### config.mk
export PLATFORM = sky130hd
export DESIGN_NAME = game_display_box_controller
export DESIGN_NICKNAME = d
export VERILOG_FILES = /design/src/rtl/game_display_pkg.sv /design/src/rtl/game_display_axis_stepper.sv /design/src/rtl/game_display_box_controller.sv
export SDC_FILE = /design/constraint.sdc
export NUM_CORES = 1
export LEC_CHECK = 0
export CORE_MARGIN = 5
export CORE_UTILIZATION = 40
export CTS_CLUSTER_SIZE = 12
export DETAILED_ROUTE_END_ITERATION = 7
export REMOVE_ABC_BUFFERS = 1
export SLEW_MARGIN = 20
export SYNTH_ARGS = -nofsm -noshare
export SYNTH_HDL_FRONTEND = slang
export SYNTH_SLANG_ARGS = --single-unit
### constraint.sdc
create_clock -name clk -period 4.9 [get_ports clk]
set_input_delay 0.98 -clock clk [delete_from_list [all_inputs] [get_ports clk]]
set_output_delay 0.98 -clock clk [all_outputs]
set_load 0.05 [all_outputs]
### src/rtl/game_display_pkg.sv
// Shared screen geometry, coordinate width and
// FSM state encoding for the display box controller.
package game_display_pkg;

  localparam int SCREEN_W = 640;
  localparam int SCREEN_H = 480;
  localparam int BORDER   = 5;
  localparam int COORD_W  = 10;

  typedef enum logic {
    IDLE = 1'b0,
    MOVE = 1'b1
  } state_t;

endpackage

### src/rtl/game_display_axis_stepper.sv
// Next value for one box coordinate: moves toward
// the target by at most STEP, or snaps when instant.
module game_display_axis_stepper
  import game_display_pkg::*;
#(
  parameter int STEP = 4
) (
  input  logic [COORD_W-1:0] cur,
  input  logic [COORD_W-1:0] tgt,
  input  logic               instant,
  output logic [COORD_W-1:0] nxt
);

  localparam logic [7:0] STEP8 = 8'(STEP);

  logic signed [10:0] diff;
  logic signed [10:0] step;
  logic [COORD_W-1:0] step_c;

  assign diff   = $signed({1'b0, tgt}) - $signed({1'b0, cur});
  assign step   = $signed({3'b000, STEP8});
  assign step_c = {2'b00, STEP8};

  // Clamp the move to the remaining distance
  always_comb begin
    nxt = tgt;
    if (!instant) begin
      if (diff > step)
        nxt = cur + step_c;
      else if (diff < -step)
        nxt = cur - step_c;
    end
  end

endmodule

### src/rtl/game_display_box_controller.sv
// Accepts and validates box target commands and animates
// the four corners toward the target once per frame.
module game_display_box_controller
  import game_display_pkg::*;
#(
  parameter int SCREEN_W = game_display_pkg::SCREEN_W,
  parameter int SCREEN_H = game_display_pkg::SCREEN_H,
  parameter int BORDER   = game_display_pkg::BORDER,
  parameter int STEP     = 4,
  parameter int INIT_X0  = 220,
  parameter int INIT_Y0  = 240,
  parameter int INIT_X1  = 420,
  parameter int INIT_Y1  = 400
) (
  input  logic               clk,
  input  logic               rst_n,
  input  logic               frame_tick,
  input  logic               cmd_valid,
  output logic               cmd_ready,
  input  logic [COORD_W-1:0] cmd_x0,
  input  logic [COORD_W-1:0] cmd_y0,
  input  logic [COORD_W-1:0] cmd_x1,
  input  logic [COORD_W-1:0] cmd_y1,
  input  logic               cmd_instant,
  output logic [COORD_W-1:0] display_x0,
  output logic [COORD_W-1:0] display_y0,
  output logic [COORD_W-1:0] display_x1,
  output logic [COORD_W-1:0] display_y1,
  output logic               busy,
  output logic               done,
  output logic               cmd_err
);

  localparam logic [COORD_W-1:0] LO   = COORD_W'(BORDER);
  localparam logic [COORD_W-1:0] HI_X = COORD_W'(SCREEN_W - 1 - BORDER);
  localparam logic [COORD_W-1:0] HI_Y = COORD_W'(SCREEN_H - 1 - BORDER);

  state_t             state;
  logic [COORD_W-1:0] tx0, ty0, tx1, ty1;
  logic               inst;
  logic [COORD_W-1:0] nx0, ny0, nx1, ny1;
  logic               legal;
  logic               arrive;

  assign cmd_ready = (state == IDLE);
  assign busy      = (state == MOVE);

  assign legal = (cmd_x0 < cmd_x1) && (cmd_y0 < cmd_y1)
              && (cmd_x0 >= LO) && (cmd_y0 >= LO)
              && (cmd_x1 <= HI_X) && (cmd_y1 <= HI_Y);

  assign arrive = (nx0 == tx0) && (ny0 == ty0)
               && (nx1 == tx1) && (ny1 == ty1);

  game_display_axis_stepper #(.STEP(STEP)) u_x0 (
    .cur(display_x0), .tgt(tx0), .instant(inst), .nxt(nx0));
  game_display_axis_stepper #(.STEP(STEP)) u_y0 (
    .cur(display_y0), .tgt(ty0), .instant(inst), .nxt(ny0));
  game_display_axis_stepper #(.STEP(STEP)) u_x1 (
    .cur(display_x1), .tgt(tx1), .instant(inst), .nxt(nx1));
  game_display_axis_stepper #(.STEP(STEP)) u_y1 (
    .cur(display_y1), .tgt(ty1), .instant(inst), .nxt(ny1));

  // Command FSM, target latch and frame-locked coordinate update
  always_ff @(posedge clk) begin
    if (!rst_n) begin
      state      <= IDLE;
      display_x0 <= COORD_W'(INIT_X0);
      display_y0 <= COORD_W'(INIT_Y0);
      display_x1 <= COORD_W'(INIT_X1);
      display_y1 <= COORD_W'(INIT_Y1);
      tx0        <= '0;
      ty0        <= '0;
      tx1        <= '0;
      ty1        <= '0;
      inst       <= 1'b0;
      done       <= 1'b0;
      cmd_err    <= 1'b0;
    end else begin
      done    <= 1'b0;
      cmd_err <= 1'b0;
      unique case (state)
        IDLE: begin
          if (cmd_valid) begin
            if (legal) begin
              tx0   <= cmd_x0;
              ty0   <= cmd_y0;
              tx1   <= cmd_x1;
              ty1   <= cmd_y1;
              inst  <= cmd_instant;
              state <= MOVE;
            end else begin
              cmd_err <= 1'b1;
            end
          end
        end
        MOVE: begin
          if (frame_tick) begin
            display_x0 <= nx0;
            display_y0 <= ny0;
            display_x1 <= nx1;
            display_y1 <= ny1;
            if (arrive) begin
              state <= IDLE;
              done  <= 1'b1;
            end
          end
        end
      endcase
    end
  end

endmodule

==> impl_results.md, run 1 <==
* Buffers added on ports at 88
* Placed inst area at a little under 10000 µm²
* Layout cells sized above 1 at under 10%
* Register area share after synthesis at about a fifth
* Hold Fails Final Rpt at 0
* First-pass GRT wire length at between 40000 and 50000 µm
* GPL Wtd Cong at between 0.9 and 1
* Initial antenna violation count at 0
* Clock latency on the worst-skew pair at 0.36 ns
* Slew HR at between 30 and 40%
* Number of setup violations in the final report at 0
* Max-slew violations at 0
* Data arrival, critical path at between 4 and 5 ns
* Syn Inst Count at 1123
* Period utilization at 93.4%
* Post-synth EDFFs at 0
* R2r setup slk at 0.32 ns
* CP Max Fanout at 8
* Synth Area per Inst at around 7.6 µm²
* Share of the synthesized area in the top cell type at roughly a fifth
* Setup_tns at 0 ns
* WS Path Type: register to register
* Largest area contributor in the netlist: dfxtp_1
* Mapped Area at between 8000 and 9000 µm²
* Synth cell count leaders: nor2_1 (98), inv_1 (85), dfxtp_1 (84)
* Min Tclk post-route at around 4.6 ns
* CP Launch Type: register
* Post-synth top flop: dfxtp_1
* Placed cell count at between 1000 and 1500
* Most frequent cell after synthesis: nor2_1
* Max Buffers Root-to-Sink at 2
* Global route overflow at 0
* Avg WL per Cell at between 15 and 20 µm
* #FFs+latches synth at 84
* Comb pwr share at around a fifth
* H-tree depth at 3
* Slowest cell on crit path: o41ai_4
* RSZ-0062 raised after global routing: false
* Initial core utilization at between 40% and 50%
* CTS Sinks at between 80 and 90
* Clock power share at 42.0%
* P per Cell Area at between 150 and 200 nW/µm²
* Warnings from Yosys at 0
* Final Cell Area at between 10000 and 15000 µm²
* Die Width at between 150 and 200 µm
* Leak at approximately 4.2 nW
* Iter 0 DRT Violations at ~760
* Hold WS at ~0.5 ns
* ANT nets after route at 0
* Max frequency at approximately 0.22 GHz
* TritonCTS clock tree: yes
* DRT Pass-1 Iters at 6
* Post-route insts no fill at around 1500
* Crit path buffers/inverters at 1
* Hold crit path type: register to register
* Final #Nets at ~1300
* Peak VDD IR at between 0.15 and 0.2 mV
* Slew @ Worst Pin at between 1 and 1.5 ns
* Worst setup margin at roughly 0.32 ns
* Max incr delay on CP at approximately 0.63 ns
* Cell variety after synth at slightly below 90
* Max Cap Violations at 0
* Die area at about 24000 µm²
* CP required at slightly above 5 ns
* Critical path's most frequent cell: a31oi_1
* Status: finished clean
* Cts hold-fix bufs at 0
* NetSw at between 500 and 600 µW
* CP Cell Sequence: inv_1, ha_1, a211oi_2, o31a_1, a31oi_1, o311ai_1, o41ai_4, o22ai_1, nor4b_1, a31oi_1, nor4_1, nand4_1, o311a_1
* WL final at 28000 µm
* Final core occ at roughly half
* Skew final at approximately 0.0095 ns
* Diode count at 0
* Clock transition at path regs at approximately 0.060 ns
* Flop pwr share at a little under two fifths
* Sw frac at between 20% and 30%
* Post-synthesis async set-or-reset flop share at 0%
* Synth-to-layout area growth at 18.3%
* Dpl hpwl at roughly 22000 µm
* I/O pins at 89
* Core box area at 21000 µm²
* # DRC at 0
* Top cells by area, synth: dfxtp_1 (20%), ha_1 (9.7%), mux2i_1 (5.5%), xnor2_1 (4.7%), nor2_1 (4.3%)
* Cell family with most CP delay: compound AO/OA/AOI/OAI gates
* DR vias at just under 9000
* CTS buffer count at 9
* Dpl ws at roughly 0.28 ns
* Int Pwr at roughly 1.4 mW
* Design Power at approximately 1.9 mW
* Global Route Usage Sum at about 22%
* Num rows at 53
* Pin count of the biggest net entering global routing at 39
* Die Y at ~160 µm
* Crit end category: register
* Vias per inst at 6.03
* Clk root buf: clkbuf_16
* Vias in the first global route at 8145
-- registers in the layout, indices dropped and copies added (netlist names) --
register	cells
inst	1
ty1	10
busy	1
display_x1	10
display_y0	10
ty0	10
cmd_err	1
done	1
display_x0	10
display_y1	10
tx0	10
tx1	10
-- power groups by stage --
| stage | Clock [mW] | Combinational, mW | Sequential (mW) |
|---|---|---|---|
| 2_1_floorplan | 0 | 0.233 | 0.750 |
| 3_3_place_gp | 0 | 0.392 | 0.736 |
| 3_5_place_dp | 0 | 0.393 | 0.736 |
| 4_1_cts | 0.828 | 0.395 | 0.720 |
| 5_1_grt | 0.858 | 0.433 | 0.722 |
| 6_report | 0.811 | 0.399 | 0.721 |
-- cell families (layout without fill, tap and decap cells) --
| logic type | count (synthesis) | in the layout | share of synthesized area (%) |
|---|---|---|---|
| buffers and inverters | 144 | 218 | 6.67 |
| AND/OR/NAND/NOR | 361 | 361 | 21.2 |
| XOR/XNOR | 63 | 63 | 6.45 |
| AO/OA/AOI/OAI | 353 | 353 | 29.6 |
| flip-flops | 84 | 84 | 19.7 |
| adder cells (fa/ha/maj) | 70 | 70 | 10.6 |
| multiplexers | 48 | 48 | 5.77 |
-- worst register-to-register path: cells and delay by family (launching register included) --
family          cells  cell delay, ns
flops               1            0.49
buf+inv             1            0.17
fa+ha+maj           1            0.40
compound gates      8            2.39
simple gates        3            1.02
-- worst paths after layout --
| path | startpoint | end | cells after the start |
|---|---|---|---|
| worst max-delay path | display_y0[2] | busy | 13 |
| worst min-delay path | ty1[0] | display_y1[0] | 2 |
| worst max register to register | display_y0[2] | busy | 13 |
| worst min register to register | ty1[0] | display_y1[0] | 2 |
-- cell usage in the layout, fill, tap and decap left out, drive strengths merged, types with 21 or more instances in the layout --
cell type and instances:
a211oi 22, a21o 21, a21oi 72, buf 26, clkdlybuf4s50 88, dfxtp 84
ha 66, inv 87, mux2i 47, nand2 74, nand3 39, nor2 100
nor3 41, o211ai 27, o21ai 47, xnor2 46
-- timing repair --
item                                    in CTS  in global routing
endpoints found under the setup margin       0                  2
resized for setup                            0                  3
setup buffers                                0                  0
-- cell type report --
cell class              instances  area, µm²
clock buffers                  11        243
well taps                     275        344
inverters                      88        330
fillers                      2093      10900
repair buffers                114       1080
flip-flops and latches         84       1680
multi-input cells             895       6330
clock inverters                 5        108
-- metal layers --
metal  part of all wire (%)  track usage [%]
met1                     46             32.1
met2                     45             35.4
met3                    5.9             2.50
met4                    2.2             6.98
met5                      0                0
Note: power is estimated with default switching activity, not from simulation.
==> inputs of run 2 (changes only) <==
--- a/config.mk
+++ b/config.mk
@@ -6,9 +6,10 @@
 export NUM_CORES = 1
 export LEC_CHECK = 0
 export CORE_MARGIN = 5
-export CORE_UTILIZATION = 40
+export CORE_UTILIZATION = 58
 export CTS_CLUSTER_SIZE = 12
 export DETAILED_ROUTE_END_ITERATION = 7
+export PLACE_DENSITY = 0.81
 export REMOVE_ABC_BUFFERS = 1
 export SLEW_MARGIN = 20
 export SYNTH_ARGS = -nofsm -noshare
==> constraint.sdc (replaced) <==
create_clock -name clk -period 4.5 [get_ports clk]
set_input_delay 0.9 -clock clk [delete_from_list [all_inputs] [get_ports clk]]
set_output_delay 0.9 -clock clk [all_outputs]
set_load 0.05 [all_outputs]
==> run 2 against run 1 <==
Sequential share of layout area rose by 0.066 points. Highest routed layer unchanged. Clock skew fell by 0.0021 ns. Global-route usage rose by 7.2 points. Final cell count fell by 5.5%. Register-to-register slack got worse by 0.09 ns. Design area fell by 0.32%.
==> impl_results.md, run 2 (synthesis results as in run 1) <==
* Buffers added on ports at 88 (unchanged)
* CTS Sinks at 84 (unchanged)
* Global route overflow at 0 (unchanged)
* ANT nets after route at 0 (unchanged)
* Min Tclk post-route at 4.27 ns (was 4.58 ns)
* Max-slew violations at 0 (unchanged)
* Core box area at 14500 µm² (was 21000 µm²)
* Initial core utilization at 59.1% (was 40.7%)
* Die area at 17300 µm² (was 24400 µm²)
* GPL Wtd Cong at 0.963 (was 0.924)
* Layout cells sized above 1 at 6.79% (was 5.68%)
* Period utilization at 94.8% (was 93.4%)
* Commonest non-fill, non-tap cells in the layout: nor2_1 (98), clkdlybuf4s50_1 (88), inv_1 (85), dfxtp_1 (82), nand2_1 (74) (was nor2_1 (98), clkdlybuf4s50_1 (88), inv_1 (85), dfxtp_1 (83), nand2_1 (74))
* Clock transition at path regs at 0.07 ns (was 0.06 ns)
* Dpl ws at 0.117 ns (was 0.276 ns)
* Hold Fails Final Rpt at 0 (unchanged)
* I/O pins at 89 (unchanged)
* Slew HR at 37.0% (was 32.6%)
* Slew @ Worst Pin at 0.944 ns (was 1.01 ns)
* Max Buffers Root-to-Sink at 2 (unchanged)
* Pin count of the biggest net entering global routing at 64 (was 39)
* Number of setup violations in the final report at 0 (unchanged)
* Vias per inst at 6.70 (was 6.03)
* Iter 0 DRT Violations at 1143 (was 759)
* CTS buffer count at 9 (unchanged)
* Synth-to-layout area growth at 17.9% (was 18.3%)
* Num rows at 44 (was 53)
* Hold crit path type: register to register (unchanged)
* WL final at 27200 µm (was 28000 µm)
* CP Max Fanout at 7 (was 8)
* Setup_tns at 0 ns (unchanged)
* Avg WL per Cell at 19.6 µm (was 19.0 µm)
* Skew final at 0.00736 ns (was 0.00946 ns)
* Status: finished clean (unchanged)
* TritonCTS clock tree: yes (unchanged)
* Die Width at 131 µm (was 156 µm)
* CP Launch Type: register (unchanged)
* Multi-input logic area at 6340 µm² (was 6330 µm²)
* DR vias at 9320 (was 8874)
* Peak VDD IR at 0.179 mV (was 0.167 mV)
* Die Y at 131 µm (was 156 µm)
* Final #Nets at 1317 (was 1307)
* Leak at 4.25 nW (was 4.20 nW)
* H-tree depth at 3 (unchanged)
* DRT Pass-1 Iters at 7 (was 6)
* P per Cell Area at 206 nW/µm² (was 191 nW/µm²)
* Cts hold-fix bufs at 0 (unchanged)
* Max Cap Violations at 0 (unchanged)
* Most common cell after layout, fill and taps aside: nor2_1 (unchanged)
* Max frequency at 0.234 GHz (was 0.219 GHz)
* # DRC at 0 (unchanged)
* Initial antenna violation count at 0 (unchanged)
* Clk root buf: clkbuf_16 (unchanged)
* Diode count at 0 (unchanged)
* Crit end category: register (unchanged)
* FF+latch area at 1680 µm² (about the same)
* Data arrival, critical path at 4.52 ns (was 4.81 ns)
* WS Path Type: register to register (unchanged)
* Clock latency on the worst-skew pair at 0.36 ns (about the same)
* Worst setup margin at 0.233 ns (was 0.325 ns)
* Dpl hpwl at 20400 µm (was 21600 µm)
* Fill cells at 1197 (was 2093)
* CP required at 4.75 ns (was 5.14 ns)
* Global Route Usage Sum at 29.7% (was 22.4%)
* First-pass GRT wire length at 43700 µm (was 44600 µm)
* Vias in the first global route at 8632 (was 8145)
run 2: routing by layer:
metal	part of all wire, %	wire length, µm	global-route usage, %	vias up
li1	-	-	-	4355
met1	42	11500	39.9	4354
met2	46	12500	48.3	530
met3	8.6	2350	4.32	81
met4	3.1	845	11.2	0
met5	0	0	0	-
run 2: final timing paths:
check,start,endpoint,slack [ns],cells past startpoint
hold reg to reg,display_y0[9],display_y0[9],0.51,2
hold / removal,display_y0[9],display_y0[9],0.51,2
setup reg to reg,display_y0[5],busy,0.23,14
setup / recovery,display_y0[5],busy,0.23,14
run 2: stage by stage:
| step | total power [mW] | cells | util [%] | hold WS [ns] | cell area (µm²) |
|---|---|---|---|---|---|
| finish | 2.08 | 1391 | 69.7 | 0.507 | 10100 |
| floorplan | 1.07 | 1067 | - | 0.468 | 8310 |
| global placement | 1.22 | 1371 | 67.0 | 0.484 | 9700 |
| CTS | 2.06 | 1387 | 69.3 | 0.506 | 10000 |
| global route | 2.14 | 1391 | 69.7 | 0.532 | 10100 |
| detailed placement | 1.23 | 1371 | 67.0 | 0.493 | 9700 |
run 2: what timing repair did:
action / CTS / global route
gates resized for setup: 0 / 5
endpoints found under the setup margin: 0 / 4
buffers inserted: 0 / 4
run 2: layout make-up:
cell class	count	share of cell area (%)
clock buffers	9	2.23
clock inverters	7	1.04
inverters	88	3.29
multi-input cells	895	62.9
flip-flops and latches	84	16.7
well taps	184	2.28
repair buffers	124	11.5
run 2: worst max-delay path: stages (launching register included):
cell and delay [ns]:
dfxtp_1 0.43, inv_1 0.18, ha_1 0.44, nand2_1 0.08
o31a_1 0.38, a31oi_1 0.24, o311ai_1 0.27, o41ai_4 0.51
buf_4 0.21, o22ai_1 0.10, a32oi_1 0.24, o2111ai_1 0.14
nor4_1 0.36, nand4_1 0.21, o311a_1 0.38
run 2: report_power, final:
| part | switching, mW | internal [mW] | leakage, nW |
|---|---|---|---|
| clock | 0.353 | 0.498 | 0.164 |
| sequential | 0.0265 | 0.759 | 0.679 |
| combinational | 0.257 | 0.185 | 3.40 |
